<file path="src/rtl/video_stream_in.sv">
// AXI4-Stream video ingress: re-quantizes 8-bit channels to 16-bit features,
// tracks frame geometry and buffers packed words in an FWFT FIFO.

module video_quant_ch (
  input  logic [7:0]  pix,
  input  logic [3:0]  q,
  output logic [15:0] d
);
  always_comb begin
    d = '0;
    if (q >= 4'd1 && q <= 4'd8) d = {8'd0, pix >> (4'd8 - q)};
  end
endmodule

module video_stream_in #(
  parameter int FIFO_DEPTH = 16,
  parameter int AF_MARGIN  = 3
) (
  input  logic        system_clk,
  input  logic        rst_n,
  input  logic        video_input_req,
  input  logic [3:0]  fea_in_quant_size,
  input  logic [9:0]  video_col_size,
  input  logic [9:0]  video_row_size,
  input  logic        axi_stream_tvalid,
  input  logic [31:0] axi_stream_tdata,
  input  logic [3:0]  axi_stream_tkeep,
  input  logic        axi_stream_tlast,
  input  logic        axi_stream_tuser,
  output logic        axi_stream_tready,
  output logic        video_valid,
  output logic [47:0] video_data,
  input  logic        video_ready,
  output logic        frame_done,
  output logic        err_line,
  output logic        err_sof
);
  localparam int NUM_CH = 3;
  localparam int CH_W   = 16;
  localparam int AW     = $clog2(FIFO_DEPTH);
  localparam int CW     = AW + 1;

  typedef enum logic [1:0] {IDLE, WAIT_SOF, ACTIVE} state_t;
  state_t state, state_nx;

  logic [3:0]  q_r;
  logic [9:0]  ncol, nrow, col, row, cur_col, cur_row;
  logic        acc, fwd, eol, last_pix, almost_full;
  logic [NUM_CH*CH_W-1:0] quant;
  logic        s1_vld, s1_last;
  logic [47:0] s1_data;
  logic [47:0] mem [FIFO_DEPTH];
  logic [AW-1:0] wptr, rptr;
  logic [AW:0]   count;
  logic        wr, rd;
  logic        unused;

  assign unused = ^{axi_stream_tkeep, axi_stream_tdata[31:24]};

  assign almost_full = (CW'(FIFO_DEPTH) - count) <= CW'(AF_MARGIN);
  assign axi_stream_tready = (state == WAIT_SOF) | ((state == ACTIVE) & ~almost_full);
  assign acc = axi_stream_tvalid & axi_stream_tready;
  // Pre-SOF beats are swallowed; once active everything is forwarded.
  assign fwd = acc & ((state == ACTIVE) | axi_stream_tuser);

  // An SOF beat is always pixel (0,0), whatever the counters say.
  assign cur_col  = axi_stream_tuser ? '0 : col;
  assign cur_row  = axi_stream_tuser ? '0 : row;
  assign eol      = (cur_col == ncol - 10'd1);
  assign last_pix = eol & (cur_row == nrow - 10'd1);

  always_ff @(posedge system_clk or negedge rst_n) begin
    if (!rst_n) state <= IDLE;
    else        state <= state_nx;
  end

  always_comb begin
    state_nx = state;
    case (state)
      IDLE:     if (video_input_req) state_nx = WAIT_SOF;
      WAIT_SOF: if (fwd) state_nx = last_pix ? IDLE : ACTIVE;
      ACTIVE:   if (fwd & last_pix) state_nx = IDLE;
      default:  state_nx = IDLE;
    endcase
  end

  always_ff @(posedge system_clk or negedge rst_n) begin
    if (!rst_n) begin
      q_r <= '0; ncol <= '0; nrow <= '0; col <= '0; row <= '0;
      err_line <= 1'b0; err_sof <= 1'b0;
    end else if (state == IDLE && video_input_req) begin
      q_r  <= fea_in_quant_size;
      ncol <= video_col_size;
      nrow <= video_row_size;
      col  <= '0;
      row  <= '0;
      err_line <= 1'b0;
      err_sof  <= 1'b0;
    end else if (fwd) begin
      col <= eol ? '0 : cur_col + 10'd1;
      row <= eol ? cur_row + 10'd1 : cur_row;
      if (axi_stream_tlast != eol) err_line <= 1'b1;
      if (state == ACTIVE && axi_stream_tuser && (col != '0 || row != '0)) err_sof <= 1'b1;
    end
  end

  for (genvar g = 0; g < NUM_CH; g++) begin : g_ch
    video_quant_ch u_quant (
      .pix (axi_stream_tdata[23-8*g -: 8]),
      .q   (q_r),
      .d   (quant[CH_W*g +: CH_W])
    );
  end

  always_ff @(posedge system_clk or negedge rst_n) begin
    if (!rst_n) begin
      s1_vld  <= 1'b0;
      s1_last <= 1'b0;
      s1_data <= '0;
    end else begin
      s1_vld  <= fwd;
      s1_last <= fwd & last_pix;
      if (fwd) s1_data <= quant;
    end
  end

  assign frame_done = s1_vld & s1_last;

  assign wr          = s1_vld;
  assign video_valid = (count != '0);
  assign rd          = video_valid & video_ready;
  assign video_data  = mem[rptr];

  always_ff @(posedge system_clk or negedge rst_n) begin
    if (!rst_n) begin
      wptr  <= '0;
      rptr  <= '0;
      count <= '0;
      for (int i = 0; i < FIFO_DEPTH; i++) mem[i] <= '0;
    end else begin
      if (wr) begin
        mem[wptr] <= s1_data;
        wptr      <= wptr + 1'b1;
      end
      if (rd) rptr <= rptr + 1'b1;
      case ({wr, rd})
        2'b10:   count <= count + 1'b1;
        2'b01:   count <= count - 1'b1;
        default: ;
      endcase
    end
  end

  a_no_overflow: assert property (@(posedge system_clk) disable iff (!rst_n)
    !(wr && !rd && count == CW'(FIFO_DEPTH)));

endmodule

</file>
<file path="config.mk">
export PLATFORM = sky130hd
export DESIGN_NAME = video_stream_in
export DESIGN_NICKNAME = d
export VERILOG_FILES = /design/src/rtl/video_stream_in.sv
export SDC_FILE = /design/constraint.sdc
export NUM_CORES = 1
export LEC_CHECK = 0
export ABC_CLOCK_PERIOD_IN_PS = 5940
export CAP_MARGIN = 0
export CORE_ASPECT_RATIO = 1.1
export CORE_UTILIZATION = 65
export DETAILED_ROUTE_END_ITERATION = 6
export PLACE_DENSITY = 0.83
export SYNTH_ARGS = -nofsm -noshare
export SYNTH_HDL_FRONTEND = slang
export SYNTH_HIERARCHICAL = 1
export SYNTH_SLANG_ARGS = --single-unit
</file>
<file path="constraint.sdc">
create_clock -name system_clk -period 5.94 [get_ports system_clk]
set_input_delay 0.891 -clock system_clk [delete_from_list [all_inputs] [get_ports system_clk]]
set_output_delay 0.891 -clock system_clk [all_outputs]
set_load 0.01 [all_outputs]
</file>
* Word level (Yosys, flattened, before mapping)
Index checks and enable logic that the tools add are counted.
Word-level totals: bits in registers 879, latch bits 0, RAM bits 0, bits in read-only memories 0, bits of input ports 67, output and inout bits 53, word-level logic and storage cells 117, memories 0
Cells by class: add/sub/neg operators 10, multipliers 0, div/mod/pow operators 0, $lt $le $gt $ge 6, equality and inequality tests 10, shift operators 3, mux-type cells 29, bitwise logic cells 12, reductions and logical operators 17
Operator list (number):
- bitwise mux 768 bit | 1
- binary-select mux 48 bit (select 4 bit) | 1
- demux 48 bit (select 4 bit) | 1
- two-way mux 48 bit | 3
- two-way mux 10 bit | 8
- two-way mux 8 bit | 3
- right shift 8 x 4 -> 8 bit | 3
- adder 10 x 1 -> 10 bit, second input constant | 2
- equality test 10 bit | 2
- nonzero test 10 bit | 2
- subtractor 10 x 1 -> 10 bit, second input constant | 2
- >= comparator 5 bit, second input constant | 2
- inverter 4 -> 5 bit | 2
- case mux 5 bit (2 select lines) | 1
- adder 4 x 1 -> 4 bit, second input constant | 2
- two-way mux 2 bit | 4
- nonzero test 2 bit | 4
- bitwise AND 1 bit | 7
- two-way mux 1 bit | 6
- != test 2 bit, second input constant | 3
- case mux 2 bit (3 select lines) | 1
- adder 5 x 1 -> 5 bit, second input constant | 1
- <= comparator 5 x 2 -> 1 bit, second input constant | 1
- logical AND 1 bit | 5
- 16 further kinds | 20

* Depth between registers and ports, before layout
Gate-level depths: netlist (run 1).
depth after elaboration 10, depth in mapped cells 15, gate-level depth less buffers 14

* Cells and area by module
The synthesis (run 1) kept the hierarchy.
By module, submodules not included:
- video_stream_in | instances 1, cells each 2466, area an instance 39621.8 µm², sequential area each 21996.1 µm²
- video_quant_ch | instances 3, cells each 58, area an instance 430.4 µm², sequential area each 0.0 µm²

* Worst setup path before layout (run 1)
Ideal clock, no wire load.
kind reg-to-output, from register rptr[0], to output port video_data[10], arrival 2.349 ns, required time 5.049 ns, slack 2.700 ns, cell stages (with the launch flop) 6, path buffers 3, cell sequence dfrtp_1 -> clkbuf_1 -> clkbuf_1 -> buf_1 -> mux4_2 -> mux4_2
On the way: longest elaborated chain between the ends 4
RTL lines:
- start, declared | line 53 | logic [AW-1:0] wptr, rptr;
- start signal, assigned | line 145 | if (rd) rptr <= rptr + 1'b1;
- inverter 4 -> 5 bit (not written as such) | line 132 | assign video_data = mem[rptr];
- binary-select mux 48 bit (select 4 bit) | line 132
- two-way mux 48 bit (not written as such) (2 in a row) | line 132
- end, declared | line 32 | output logic [47:0] video_data,
No other way between the ends. The select of a mux whose other input is x is not followed.

* Worst setup path in the final report (run 1)
from register rptr[1], to output port video_data[1]
The elaborated chain is that of the path after synthesis.

==> reports/qor.log, run 1 <==
qor: layout.layout_cells_sized_above_1 0.4744
qor: clocking.clock_latency_late_sink 0.64 ns
qor: setup_path.cpLargestDelayFamily flip-flops
qor: floorplan.die_y 265.1 um
qor: global_route.global_route_usage_over_all_layers 0.3049
qor: setup_path.worstPathCellList buf_4 -> mux4_2 -> mux4_2 -> clkdlybuf4s50_1
qor: global_route.grt_antenna_before_repair 0
qor: layout.instances_no_fill 3571
qor: global_route.grt_pass1_vias 25540
qor: clocking.tritoncts.num_buffers 87
qor: setup_path.worst-r2r-cell-count 10
qor: flow_run.drv_cap 0
qor: detailed_routing.routedWlPerCell 26.02 um
qor: layout.syn_to_final_growth 11.86%
qor: place.buffer_ports.inserted 107
qor: timing.rsz0062_at_grt false
qor: run_status.status complete, no violations
qor: detailed_routing.route.vias.total 23340
qor: clocking.cts_setup_buffers 0
qor: yosys.mappedNetlistArea 0.04091 mm^2
qor: clocking.clock_path_buffers 3
qor: yosys.most_frequently_used_flop_master_after_synthesis dfrtp_1
qor: floorplan.die_width 241.2 um
qor: clocking.cts_hold_repair.buffers 0
qor: floorplan.core.rowCount 96
qor: place.finalWeightedCongestion 0.8312
qor: setup_path.worstSetupPathType flop to output pin
qor: floorplan.io_pins 120
qor: global_route.grt_overflow_total 0
qor: clocking.clk_transition_reported_paths 0.06 ns
qor: setup_path.worst_path_most_repeated_cell mux4_2
qor: clocking.htreeDepth 3
qor: yosys.synth-warning-count 6
qor: detailed_routing.first_iter_violations 1844
qor: setup_path.crit_path_max_incr_delay 1.07 ns
qor: detailed_routing.drc 0
qor: detailed_routing.wirelength 92.92 mm
qor: floorplan.fp.coreArea 0.06234 mm^2
qor: place.numPlacedInstances 3416
qor: yosys.synth.lib_cells_used.distinct 67
qor: clocking.clkSinkCount 879
qor: timing.fmaxAchievable 214.3 MHz
qor: timing.fin_crit 4.666 ns
qor: layout.layout.cell_area.non_filler 0.04576 mm^2
qor: setup_path.worstPathBufferInverterCount 2
qor: yosys.postSynthAreaPerCell 15.50 um^2
qor: layout.final_nets 2762
qor: setup_path.timing.critical_path.required 5.05 ns
qor: yosys.edff_count_synth 0
qor: timing.setup_tns 0 ns
qor: floorplan.start_util 0.6563
qor: timing.finalCritPeriodShare 0.7855
qor: setup_path.worstPathArrival 3.77 ns
qor: timing.timing.max_slew.rel_slack 0.1565
qor: power.power_density 489.5 mW/mm^2
qor: power.power.static_leakage 21.43 nW
qor: place.dpl-instance-area 0.04273 mm^2
qor: yosys.syn-instance-count 2640
qor: timing.final-setup-viol-count 0
qor: yosys.synth_seq_area_share 0.5376
qor: yosys.postSynthRegisterBits 879
qor: yosys.asyncSetResetFlopFracSynth 1.000
qor: setup_path.timing.critical_path.depth 4
qor: setup_path.critPathCaptureType output pin
qor: setup_path.worstPathMaxFanout 61
qor: detailed_routing.postRouteAntennaNets 0
qor: setup_path.startpoint_type flop
qor: global_route.grt_max_degree 184
qor: clocking.postCtsResizedCells 0
qor: detailed_routing.route.detailed.vias_per_inst 6.535
qor: timing.final_hold_viol_count 0
qor: power.power.ir.vdd_worst 0.2821 mV
qor: place.dp.final_hpwl 53.33 mm
qor: global_route.grt_pass1_wl 147.3 mm
qor: hold_path.holdCritPathClass primary input to asynchronous set/reset pin
qor: floorplan.die_area 0.06395 mm^2
qor: timing.slew_violations 0
qor: timing.largest_clock_skew_in_the_final_design 0.01783 ns
qor: setup_path.crit_slowest_cell dfrtp_4
qor: clocking.cts_tree built
qor: detailed_routing.first_pass_iters 4
qor: timing.tightest_slew 1.262 ns
qor: layout.antenna_cells_inserted 0
qor: clocking.cts-root-buf clkbuf_16
## worst paths after layout
kind                          start       endpoint  slack (ns)
max reg2reg                count[0]         row[6]        1.80
max in group asynchronous     rst_n        rptr[1]        4.14
min                           rst_n       mem[735]        0.28
min reg2reg                state[1]       state[0]        0.49
max                         rptr[1]  video_data[1]        1.27
min in group system_clk    state[1]       state[0]        0.49
## power breakdown
| group | leakage [nW] | switching (mW) | total [mW] | internal [mW] |
|---|---|---|---|---|
| Sequential | 11.9 | 1.95 | 9.68 | 7.73 |
| Clock | 1.51 | 2.32 | 5.76 | 3.45 |
| Combinational | 8.05 | 2.91 | 6.96 | 4.05 |
## cells by family (layout without fill, tap and decap cells)
| logic type | after synthesis | count (layout) | share of synthesized area |
|---|---|---|---|
| multiplexers | 1103 | 1103 | 0.3712 |
| flip-flops | 879 | 879 | 0.5376 |
| buffers and inverters | 259 | 336 | 0.02713 |
| AND/OR/NAND/NOR | 234 | 234 | 0.03009 |
| AO/OA/AOI/OAI | 94 | 94 | 0.01679 |
| XOR/XNOR | 45 | 45 | 0.009633 |
| adder cells (fa/ha/maj) | 23 | 23 | 0.007217 |
| other | 3 | 24 | 0.0002752 |
## worst register-to-register path, delay by kind of cell (launching register included)
| kind | cells | cell delay [ns] |
|---|---|---|
| AO/OA/AOI/OAI | 4 | 1.32 |
| adder cells (fa/ha/maj) | 2 | 0.52 |
| buffers and inverters | 2 | 0.66 |
| flip-flops | 1 | 0.50 |
| AND/OR/NAND/NOR | 2 | 1.04 |
## placed cells by master (no fill, tap or decap), drive strengths merged, types with 21 or more instances in the layout
cell type | synthesis | routed
nor2 | 50 | 50
mux4 | 246 | 246
dfrtp | 879 | 879
ha | 22 | 22
mux2 | 837 | 837
conb | 3 | 24
nand3 | 21 | 21
clkbuf | 158 | 134
clkdlybuf4s50 | 0 | 106
nand2 | 54 | 54
xnor2 | 26 | 26
inv | 26 | 28
buf | 75 | 49
## sequential cells by signal, indices dropped and copies added (netlist names)
register and count:
wptr 4, mem 768, row 10, count 5
err_sof 1, ncol 10, err_line 1, s1_data 48
rptr 4, s1_last 1, col 10, nrow 10
q_r 4, s1_vld 1, state 2
## metal layers
| metal | share of wire | vias to the layer above | GRT usage |
|---|---|---|---|
| li1 | - | 9834 | - |
| met3 | 0.047 | 167 | 0.04317 |
| met1 | 0.41 | 12680 | 0.4165 |
| met4 | 0.026 | 0 | 0.09203 |
| met5 | 0 | - | 0 |
| met2 | 0.52 | 650 | 0.5123 |
## Yosys cell counts (7+ instances only)
cell type | n | share of area
a31oi_1 | 10 | 0.0015
and2_1 | 8 | 0.0012
and3_1 | 7 | 0.0011
buf_1 | 43 | 0.0039
buf_4 | 24 | 0.0044
clkbuf_1 | 158 | 0.014
dfrtp_1 | 879 | 0.54
ha_1 | 22 | 0.0067
inv_1 | 25 | 0.0023
mux2_2 | 837 | 0.23
mux2i_1 | 20 | 0.0049
mux4_2 | 240 | 0.13
nand2_1 | 54 | 0.0050
nand2b_1 | 16 | 0.0024
nand3_1 | 21 | 0.0026
nand4_1 | 13 | 0.0020
nor2_1 | 46 | 0.0042
nor2b_1 | 20 | 0.0031
nor3_1 | 19 | 0.0023
o211ai_1 | 7 | 0.0013
o21ai_0 | 17 | 0.0021
o31ai_1 | 12 | 0.0022
xnor2_1 | 26 | 0.0056
xor2_1 | 19 | 0.0041
## final cells by class
cell class | instances | area (um^2)
Fill cell | 3653 | 16580
Clock buffer | 134 | 2751
Clock inverter | 21 | 277.8
Inverter | 26 | 97.59
Sequential cell | 879 | 22010
Timing Repair Buffer | 155 | 1574
Multi-Input combinational cell | 1523 | 18010
Tap cell | 833 | 1042
## metrics by stage
stage	utilization	setup WS [ns]	hold WS [ns]	power (mW)
after floorplan	-	2.700	0.4312	14.34
after global placement	0.6855	1.918	0.4588	16.21
after detailed placement	0.6855	1.828	0.4814	16.71
after CTS	0.7341	1.281	0.3059	22.50
after global routing	0.7341	1.235	0.3310	23.47
final	0.7341	1.274	0.2799	22.40
Power figures use the tool's default switching activity.
==> run 2, diff against run 1 <==
- ABC_CLOCK_PERIOD_IN_PS: 5940 -> 3900
- CORE_UTILIZATION: 65 -> 58
- PLACE_DENSITY: 0.83 -> 0.79
- clock period: 5.94 -> 3.9 ns (I/O delays scaled with it)
==> run 2 against run 1 <==
Compared with the run above: flip-flop and latch count unchanged; clock skew rose by 0.0060 ns; utilization decreased by 6.5 points; register-to-register slack worse by 1.2 ns; die area is 12% higher; combinational power rose by 61%; largest power group unchanged.
==> reports/qor.log, run 2 (same netlist as run 1, synthesis figures left out) <==
qor: setup_path.endpoint video_data[34]
qor: timing.slew_violations 0
qor: global_route.grt_overflow_total 0
qor: power.power.static_leakage 21.71 nW
qor: timing.final_hold_viol_count 0
qor: detailed_routing.postRouteAntennaNets 0
qor: place.buffer_ports.inserted 107
qor: layout.layout.cell_area.non_filler 0.04642 mm^2
qor: setup_path.crit-reg2reg-launch count[0]
qor: layout.layout.area.seq 0.02201 mm^2
qor: clocking.cts_tree built
qor: timing.finalCritPeriodShare 0.9802
qor: timing.fin_crit 3.823 ns
qor: setup_path.worstPathMaxFanout 34
qor: layout.reg_with_most_ffs mem
qor: power.power.ir.vdd_worst 0.4848 mV
qor: run_status.status complete, no violations
qor: timing.rsz0062_at_grt false
qor: layout.antenna_cells_inserted 0
qor: floorplan.die_area 0.07161 mm^2
qor: place.numPlacedInstances 3540
qor: floorplan.die_y 280.6 um
qor: global_route.grt_max_degree 108
qor: timing.fmaxAchievable 261.6 MHz
qor: setup_path.startpoint_type flop
qor: clocking.tritoncts.num_buffers 89
qor: flow_run.drv_cap 0
qor: clocking.clock_path_buffers 3
qor: detailed_routing.first_pass_iters 5
qor: clocking.clkSinkCount 879
qor: detailed_routing.routedWlPerCell 25.73 um
qor: layout.syn_to_final_growth 13.46%
qor: layout.mostFrequentLayoutCells dfrtp_1 (874), mux2_2 (837), mux4_2 (240), clkdlybuf4s50_1 (106), clkbuf_16 (94)
qor: detailed_routing.first_iter_violations 1488
qor: layout.final_nets 2797
qor: global_route.grt_pass1_vias 25760
qor: layout.multi_input_area 0.01801 mm^2
qor: timing.setup_ws 0.07731 ns
qor: clocking.htreeDepth 3
qor: place.preCtsSetupSlack 0.4501 ns
qor: place.dpl-instance-area 0.04325 mm^2
qor: layout.mostFrequentLayoutCell dfrtp_1
qor: detailed_routing.wirelength 95.39 mm
qor: global_route.global_route_usage_over_all_layers 0.2797
qor: setup_path.critical_path_launch_point rptr[1]
qor: timing.timing.max_slew.rel_slack 0.2869
qor: floorplan.die_width 255.2 um
qor: floorplan.io_pins 120
qor: global_route.grt_pass1_wl 150.7 mm
qor: setup_path.worst-r2r-cell-count 12
qor: timing.final-setup-viol-count 0
qor: layout.reg_top3 mem x768, s1_data x48
qor: timing.tightest_slew 1.070 ns
qor: hold_path.holdCritPathClass flop to flop
qor: timing.setup_tns 0 ns
qor: layout.layout_cells_sized_above_1 0.4808
qor: floorplan.start_util 0.5897
qor: setup_path.worstSetupPathType flop to output pin
qor: clocking.clock_latency_late_sink 0.64 ns
qor: power.power_density 747.5 mW/mm^2
qor: setup_path.reg2reg_slack 0.58 ns
qor: detailed_routing.route.detailed.vias_per_inst 6.323
qor: setup_path.critPathCaptureType output pin
qor: floorplan.core.rowCount 101
qor: global_route.grt_antenna_before_repair 1
qor: timing.largest_clock_skew_in_the_final_design 0.02382 ns
qor: setup_path.worstPathArrival 3.24 ns
qor: layout.largest_register_ff_count 768
qor: layout.utilization 0.6691
qor: detailed_routing.route.vias.total 23440
qor: clocking.clk_transition_reported_paths 0.06 ns
qor: detailed_routing.drc 0
qor: place.dp.final_hpwl 55.91 mm
qor: layout.fill_cells 4532
qor: clocking.cts-root-buf clkbuf_16
qor: setup_path.timing.critical_path.required 3.31 ns
qor: place.finalWeightedCongestion 0.8686
qor: floorplan.fp.coreArea 0.06938 mm^2
qor: layout.instances_no_fill 3708
qor: setup_path.r2r_end col[4]
[run 2: cell types whose count changed in the layout (fill, tap and decap cells not counted), sizes merged, moves of 2 or more]
cell,before,now
inv,28,26
clkbuf,134,136
bufinv,6,9
buf,49,81
clkinv,13,19
[run 2: critical path, cell delays in order (launching register included)]
cell             delay, ns
dfrtp_4               0.84
buf_12                0.32
mux4_2                0.33
mux4_2                0.54
clkdlybuf4s50_1       0.51
[run 2: routing by layer]
layer | part of all wire | GRT usage
met4 | 0.025 | 0.08475
met5 | 0 | 0
met2 | 0.51 | 0.4722
met1 | 0.42 | 0.3810
met3 | 0.042 | 0.03470
[run 2: how the worst min path moves through the flow]
stage	endpoint	cells past startpoint	from
after floorplan	col[0]	0	rst_n
after global placement	state[0]	1	state[1]
after detailed placement	state[0]	1	state[1]
after CTS	nrow[1]	3	video_row_size[1]
after global routing	mem[18]	1	mem[18]
final	state[0]	1	state[1]
[run 2: power by group]
| part | switching (mW) | leakage [nW] | total, mW | internal [mW] |
|---|---|---|---|---|
| registers | 2.76 | 11.9 | 14.5 | 11.8 |
| clock network | 3.54 | 1.56 | 8.99 | 5.45 |
| logic | 4.75 | 8.28 | 11.2 | 6.42 |
| total | 11.0 | 21.7 | 34.7 | 23.6 |
[run 2: what timing repair did]
action / in CTS / in global routing
endpoints found under the hold margin: 61 / 0
gates resized for setup: 2 / 0
endpoints found under the setup margin: 29 / 0
hold buffers: 1 / 0
setup buffers: 2 / 0
[run 2: through the flow]
stage               hold WS, ns  total power, mW
global route             0.5122            36.39
finish                   0.4847            34.70
detailed placement       0.4779            25.82
global placement         0.4708            25.05
floorplan                0.2894            21.84
CTS                      0.4809            34.92
[run 2: area by class of cell]
| cell class | count | area share |
|---|---|---|
| Tap cell | 927 | 0.02499 |
| Clock buffer | 136 | 0.05925 |
| Sequential cell | 879 | 0.4742 |
| Inverter | 26 | 0.002102 |
| Multi-Input combinational cell | 1523 | 0.3880 |
| Clock inverter | 29 | 0.008275 |
| Timing Repair Buffer | 188 | 0.04323 |
